[src/rtl/alu_writeback_queue.sv]
// Writeback buffer between the ALU and the register-file write port.
// It updates the zero and compare flags, queues register writes and drains them over valid/ready.
module alu_writeback_queue #(
  parameter int unsigned DATA_W    = 72,
  parameter int unsigned ADDR_W    = 5,
  parameter int unsigned DEPTH     = 4,
  parameter int unsigned AFULL_LVL = 1
) (
  input  logic                       clk,
  input  logic                       rst_n,
  input  logic                       in_valid,
  input  logic [DATA_W-1:0]          in_data,
  input  logic [ADDR_W-1:0]          in_rd,
  input  logic [3:0]                 in_op,
  output logic                       in_stall,
  output logic                       wb_valid,
  input  logic                       wb_ready,
  output logic [ADDR_W-1:0]          wb_addr,
  output logic [DATA_W-1:0]          wb_data,
  output logic                       flag_z,
  output logic                       flag_cmp,
  output logic [$clog2(DEPTH):0]     count,
  output logic                       overflow_err
);

  localparam int unsigned PW = $clog2(DEPTH);
  localparam int unsigned CW = PW + 1;
  localparam int unsigned EW = ADDR_W + DATA_W;
  localparam int unsigned STALL_AT_I = (AFULL_LVL >= DEPTH) ? 0 : DEPTH - AFULL_LVL;
  localparam logic [CW-1:0] STALL_AT = CW'(STALL_AT_I);
  localparam logic [CW-1:0] FULL_CNT = CW'(DEPTH);

  logic [EW-1:0] mem [DEPTH];
  logic [PW-1:0] rd_ptr, wr_ptr;
  logic          is_write, is_cmp, push_req, pop, push_ok, full;

  always_comb begin
    is_write = in_valid && (in_op <= 4'd4);
    is_cmp   = in_valid && (in_op >= 4'd5) && (in_op <= 4'd7);
    push_req = is_write && (in_rd != '0);
    full     = (count == FULL_CNT);
    pop      = wb_valid && wb_ready;
    // When full, a same-cycle pop frees the head slot, which is exactly where wr_ptr points.
    push_ok  = push_req && (!full || pop);
  end

  assign wb_valid = (count != '0);
  assign {wb_addr, wb_data} = mem[rd_ptr];
  assign in_stall = (count >= STALL_AT);

  always_ff @(posedge clk or negedge rst_n) begin
    if (!rst_n) begin
      for (int unsigned i = 0; i < DEPTH; i++) mem[i] <= '0;
      rd_ptr       <= '0;
      wr_ptr       <= '0;
      count        <= '0;
      flag_z       <= 1'b0;
      flag_cmp     <= 1'b0;
      overflow_err <= 1'b0;
    end else begin
      if (push_ok) begin
        mem[wr_ptr] <= {in_rd, in_data};
        wr_ptr      <= wr_ptr + 1'b1;
      end
      if (pop) rd_ptr <= rd_ptr + 1'b1;
      if (push_ok && !pop)      count <= count + 1'b1;
      else if (!push_ok && pop) count <= count - 1'b1;
      if (push_req && full && !pop) overflow_err <= 1'b1;
      if (is_write) flag_z <= (in_data == '0);
      if (is_cmp)   flag_cmp <= in_data[0];
    end
  end

endmodule

[config.mk]
export PLATFORM = sky130hd
export DESIGN_NAME = alu_writeback_queue
export DESIGN_NICKNAME = d
export VERILOG_FILES = /design/src/rtl/alu_writeback_queue.sv
export SDC_FILE = /design/constraint.sdc
export NUM_CORES = 1
export LEC_CHECK = 0
export CAP_MARGIN = 10
export CORE_ASPECT_RATIO = 1.5
export CORE_UTILIZATION = 25
export CTS_BUF_LIST = sky130_fd_sc_hd__clkbuf_8
export CTS_CLUSTER_DIAMETER = 50
export DETAILED_ROUTE_END_ITERATION = 6
export HOLD_SLACK_MARGIN = 0.08
export PLACE_DENSITY = 0.5
export SLEW_MARGIN = 20
export SYNTH_ARGS = -nofsm -noshare
export SYNTH_HDL_FRONTEND = slang
export SYNTH_SLANG_ARGS = --single-unit
[constraint.sdc]
create_clock -name clk -period 2.8 [get_ports clk]
set_input_delay 0.7 -clock clk [delete_from_list [all_inputs] [get_ports clk]]
set_output_delay 0.7 -clock clk [all_outputs]
set_load 0.01 [all_outputs]
==> metrics <==
Top FF cell, synth=dfrtp_1; Power Internal=15.3 mW; layout filler cell count=5,384; gpl congestion=0.695; CP max stage cell=dfrtp_4; final worst slack=-103 ps; final core utilization=33.9%; number of flops mapped to enable cells by yosys=0; Final min period=2900 ps; vias in the first global route=9,457; H-Tree Depth=2; fin. max-slew vios=0; Top delay family on crit path=buffers and inverters; Nets=1,188; total CTS buffers=56; die height=291 um; count leader, synth=dfrtp_1; most frequent cells after synthesis=dfrtp_1, mux2_2, mux4_2, buf_2, mux2_1; Avg Cell Area, Syn=17.0 um2; Final Skew=18.1 ps; post-synthesis async set-or-reset flop share=100%; first-pass GRT wire length=59.3 mm; worst path cell trace=buf_12 -> buf_12 -> buf_12 -> mux4_2 -> buf_6; FP Rows=105; drt wl/cell=20.7 um; Max-Cap Viols=0; DR DRC count=0; IO Pins=170; Max IR drop VDD=491 uV; arrival time at the worst endpoint=2200 ps; Tightest Pin Transition=632 ps; CTS tree=built; CP peak stage delay=540 ps; sequential share of power=36.2%; number of synthesized register bits=318; share of the yosys chip area belonging to registers=57.1%; initial antenna violation count=1; Starting Density=25.4%; Worst EP required=2100 ps; fmax=0.344 GHz; Layout area overhead=33.5%; Avg Vias per Cell=4.55; Critical R2R Launch=count[0]$_DFFE_PN0P_; Clock Sink Count=318; pre-CTS setup slack=-235 ps; Post-Syn Nets=910; largest net degree at the start of global routing=70; worst min path class=reg2reg; max_slew headroom=57.9%; yosys warns=0; worst hold margin=481 ps; combinational fraction of design power=44.7%; crit-path most repeated cell=buf_12; Setup crit start=rd_ptr[0]$_DFFE_PN0P_; share of the synthesized area in the top cell type=57.1%; synthesized area=13,900 um2; crit end category=primary output; top cell type by total area after synthesis=dfrtp_1; full die area=56,700 um2; final setup vio count=38; total grt overflow=0; Root Buffer=clkbuf_8; clk_lat worst skew=610 ps; worst path buffer plus inverter count=4; violated checks=setup timing; PD cells=1180 nW/um2; Buffers on Ports=169; status=complete, but fails checks; drt first pass iters=4; Synth area leaders=dfrtp_1, mux2_2, mux4_2; startpoint types=register; distinct cell type count after synthesis=29; sw frac=30.5%; Via Count=8,312; DR iter-0 viols=181; Post-DRT Antenna Nets=0; Final period util=104%; flop-to-flop setup slack=550 ps; NetSw=6.71 mW; Worst Path Max Fanout=6; Clk pwr share=19.1%; RSZ-0062 raised after global routing=true; Die Width=195 um; maximum clock insertion buffer count=3; DPL Wire Length=24.9 mm; clk slew on worst S/H paths=60 ps; Leak=8.08 nW; Post-Syn Instances=819; CP Class=reg2out; layout cell share with drive strength beyond 1=55.6%; core area=54,900 um2; Total Routed Length=37.8 mm; gr usage total=13.8%; Final Hold Fails=0; Hold Crit Start=overflow_err$_DFFE_PN0P_
## per-stage QoR
| step | TNS (ps) | cells | cell area [um2] | total power [mW] |
|---|---|---|---|---|
| global placement | -472 | 1708 | 17200 | 17.3 |
| global route | -8660 | 1826 | 18600 | 23.4 |
| floorplan | 0 | 819 | 13900 | 13.0 |
| detailed placement | -1950 | 1708 | 17200 | 17.5 |
| finish | -2230 | 1826 | 18600 | 22.0 |
| CTS | -7450 | 1824 | 18500 | 22.3 |
## logic make-up (layout without fill, tap and decap cells)
logic type / Yosys count / count (layout) / share of synthesized area [%]
compound gates: 6 / 6 / 0.404
xor+xnor: 6 / 6 / 0.377
fa+ha+maj: 6 / 6 / 0.593
buf+inv: 55 / 366 / 2.13
flops: 318 / 318 / 57.1
mux: 388 / 388 / 37.6
other cells: 0 / 1 / 0
simple gates: 40 / 40 / 1.80
## layout make-up
| cell class | count | area (um2) | area share, % |
|---|---|---|---|
| Sequential cell | 318 | 7970 | 42.8 |
| Multi-Input combinational cell | 446 | 5710 | 30.7 |
| Timing Repair Buffer | 271 | 2950 | 15.9 |
| Clock buffer | 67 | 922 | 4.96 |
| Tap cell | 695 | 870 | 4.68 |
| Clock inverter | 24 | 155 | 0.834 |
| Inverter | 4 | 15.0 | 0.0807 |
| Antenna cell | 1 | 2.50 | 0.0135 |
## registers in the layout (all words and copies together), names as in the netlist
name and flops:
count 3, flag_cmp 1, flag_z 1, mem 308, overflow_err 1, rd_ptr 2, wr_ptr 2
## metal layers
layer	global-route usage, %	routed length, um	part of all wire [%]
met1	16.3	15600	41
met5	0	0	0
met4	3.96	721	1.9
met3	3.02	1590	4.2
met2	24.8	19900	53
## worst reg2reg max path: stages, from the launching register on
cell     delay [ps]
dfrtp_1         460
or4b_1          560
and2_0          180
ha_1            200
inv_1            70
fa_1            390
mux2_2          270
## timing repair
| item | 4_1_cts | 5_1_grt |
|---|---|---|
| buffers inserted | 21 | 3 |
| hold endpoints to repair | 57 | 0 |
| hold buffers | 1 | 0 |
| resized for setup | 385 | 18 |
| endpoints found under the setup margin | 78 | 78 |
| gates cloned | 4 | 0 |
## worst paths after layout
check                                                 to  cells past startpoint
worst max register to register      count[1]$_DFFE_PN0P_                      6
worst min-delay path            overflow_err$_DFFE_PN0P_                      1
worst min register to register  overflow_err$_DFFE_PN0P_                      1
worst max-delay path                         wb_data[66]                      5
max in group asynchronous           mem[194]$_DFFE_PN0P_                      3
min in group asynchronous           count[0]$_DFFE_PN0P_                      2
## power groups by stage
stage | clock (mW) | sequential, mW | combinational, mW
4_1_cts | 4.43 | 7.97 | 9.93
6_report | 4.20 | 7.95 | 9.83
5_1_grt | 4.62 | 8.25 | 10.5
3_5_place_dp | 0 | 8.04 | 9.47
2_1_floorplan | 0 | 7.60 | 5.40
3_3_place_gp | 0 | 7.93 | 9.38
## placed cells by master (no fill, tap or decap), drive strengths merged
master / count
clkdlybuf4s50: 91
nand3: 5
or4b: 1
and2: 1
mux2: 311
nand2: 2
o21a: 1
a22o: 1
diode: 1
dfrtp: 318
clkinvlp: 2
nor4: 18
or3: 1
fa: 1
clkinv: 4
o21ai: 1
ha: 5
clkbuf: 67
nand4: 4
a21o: 2
inv: 20
a211oi: 1
buf: 178
nand2b: 2
clkdlybuf4s15: 1
bufinv: 2
mux4: 77
xor2: 2
nor2: 3
nor3: 3
dlygate4sd3: 1
xnor2: 4
Note: power is estimated with default switching activity, not from simulation.
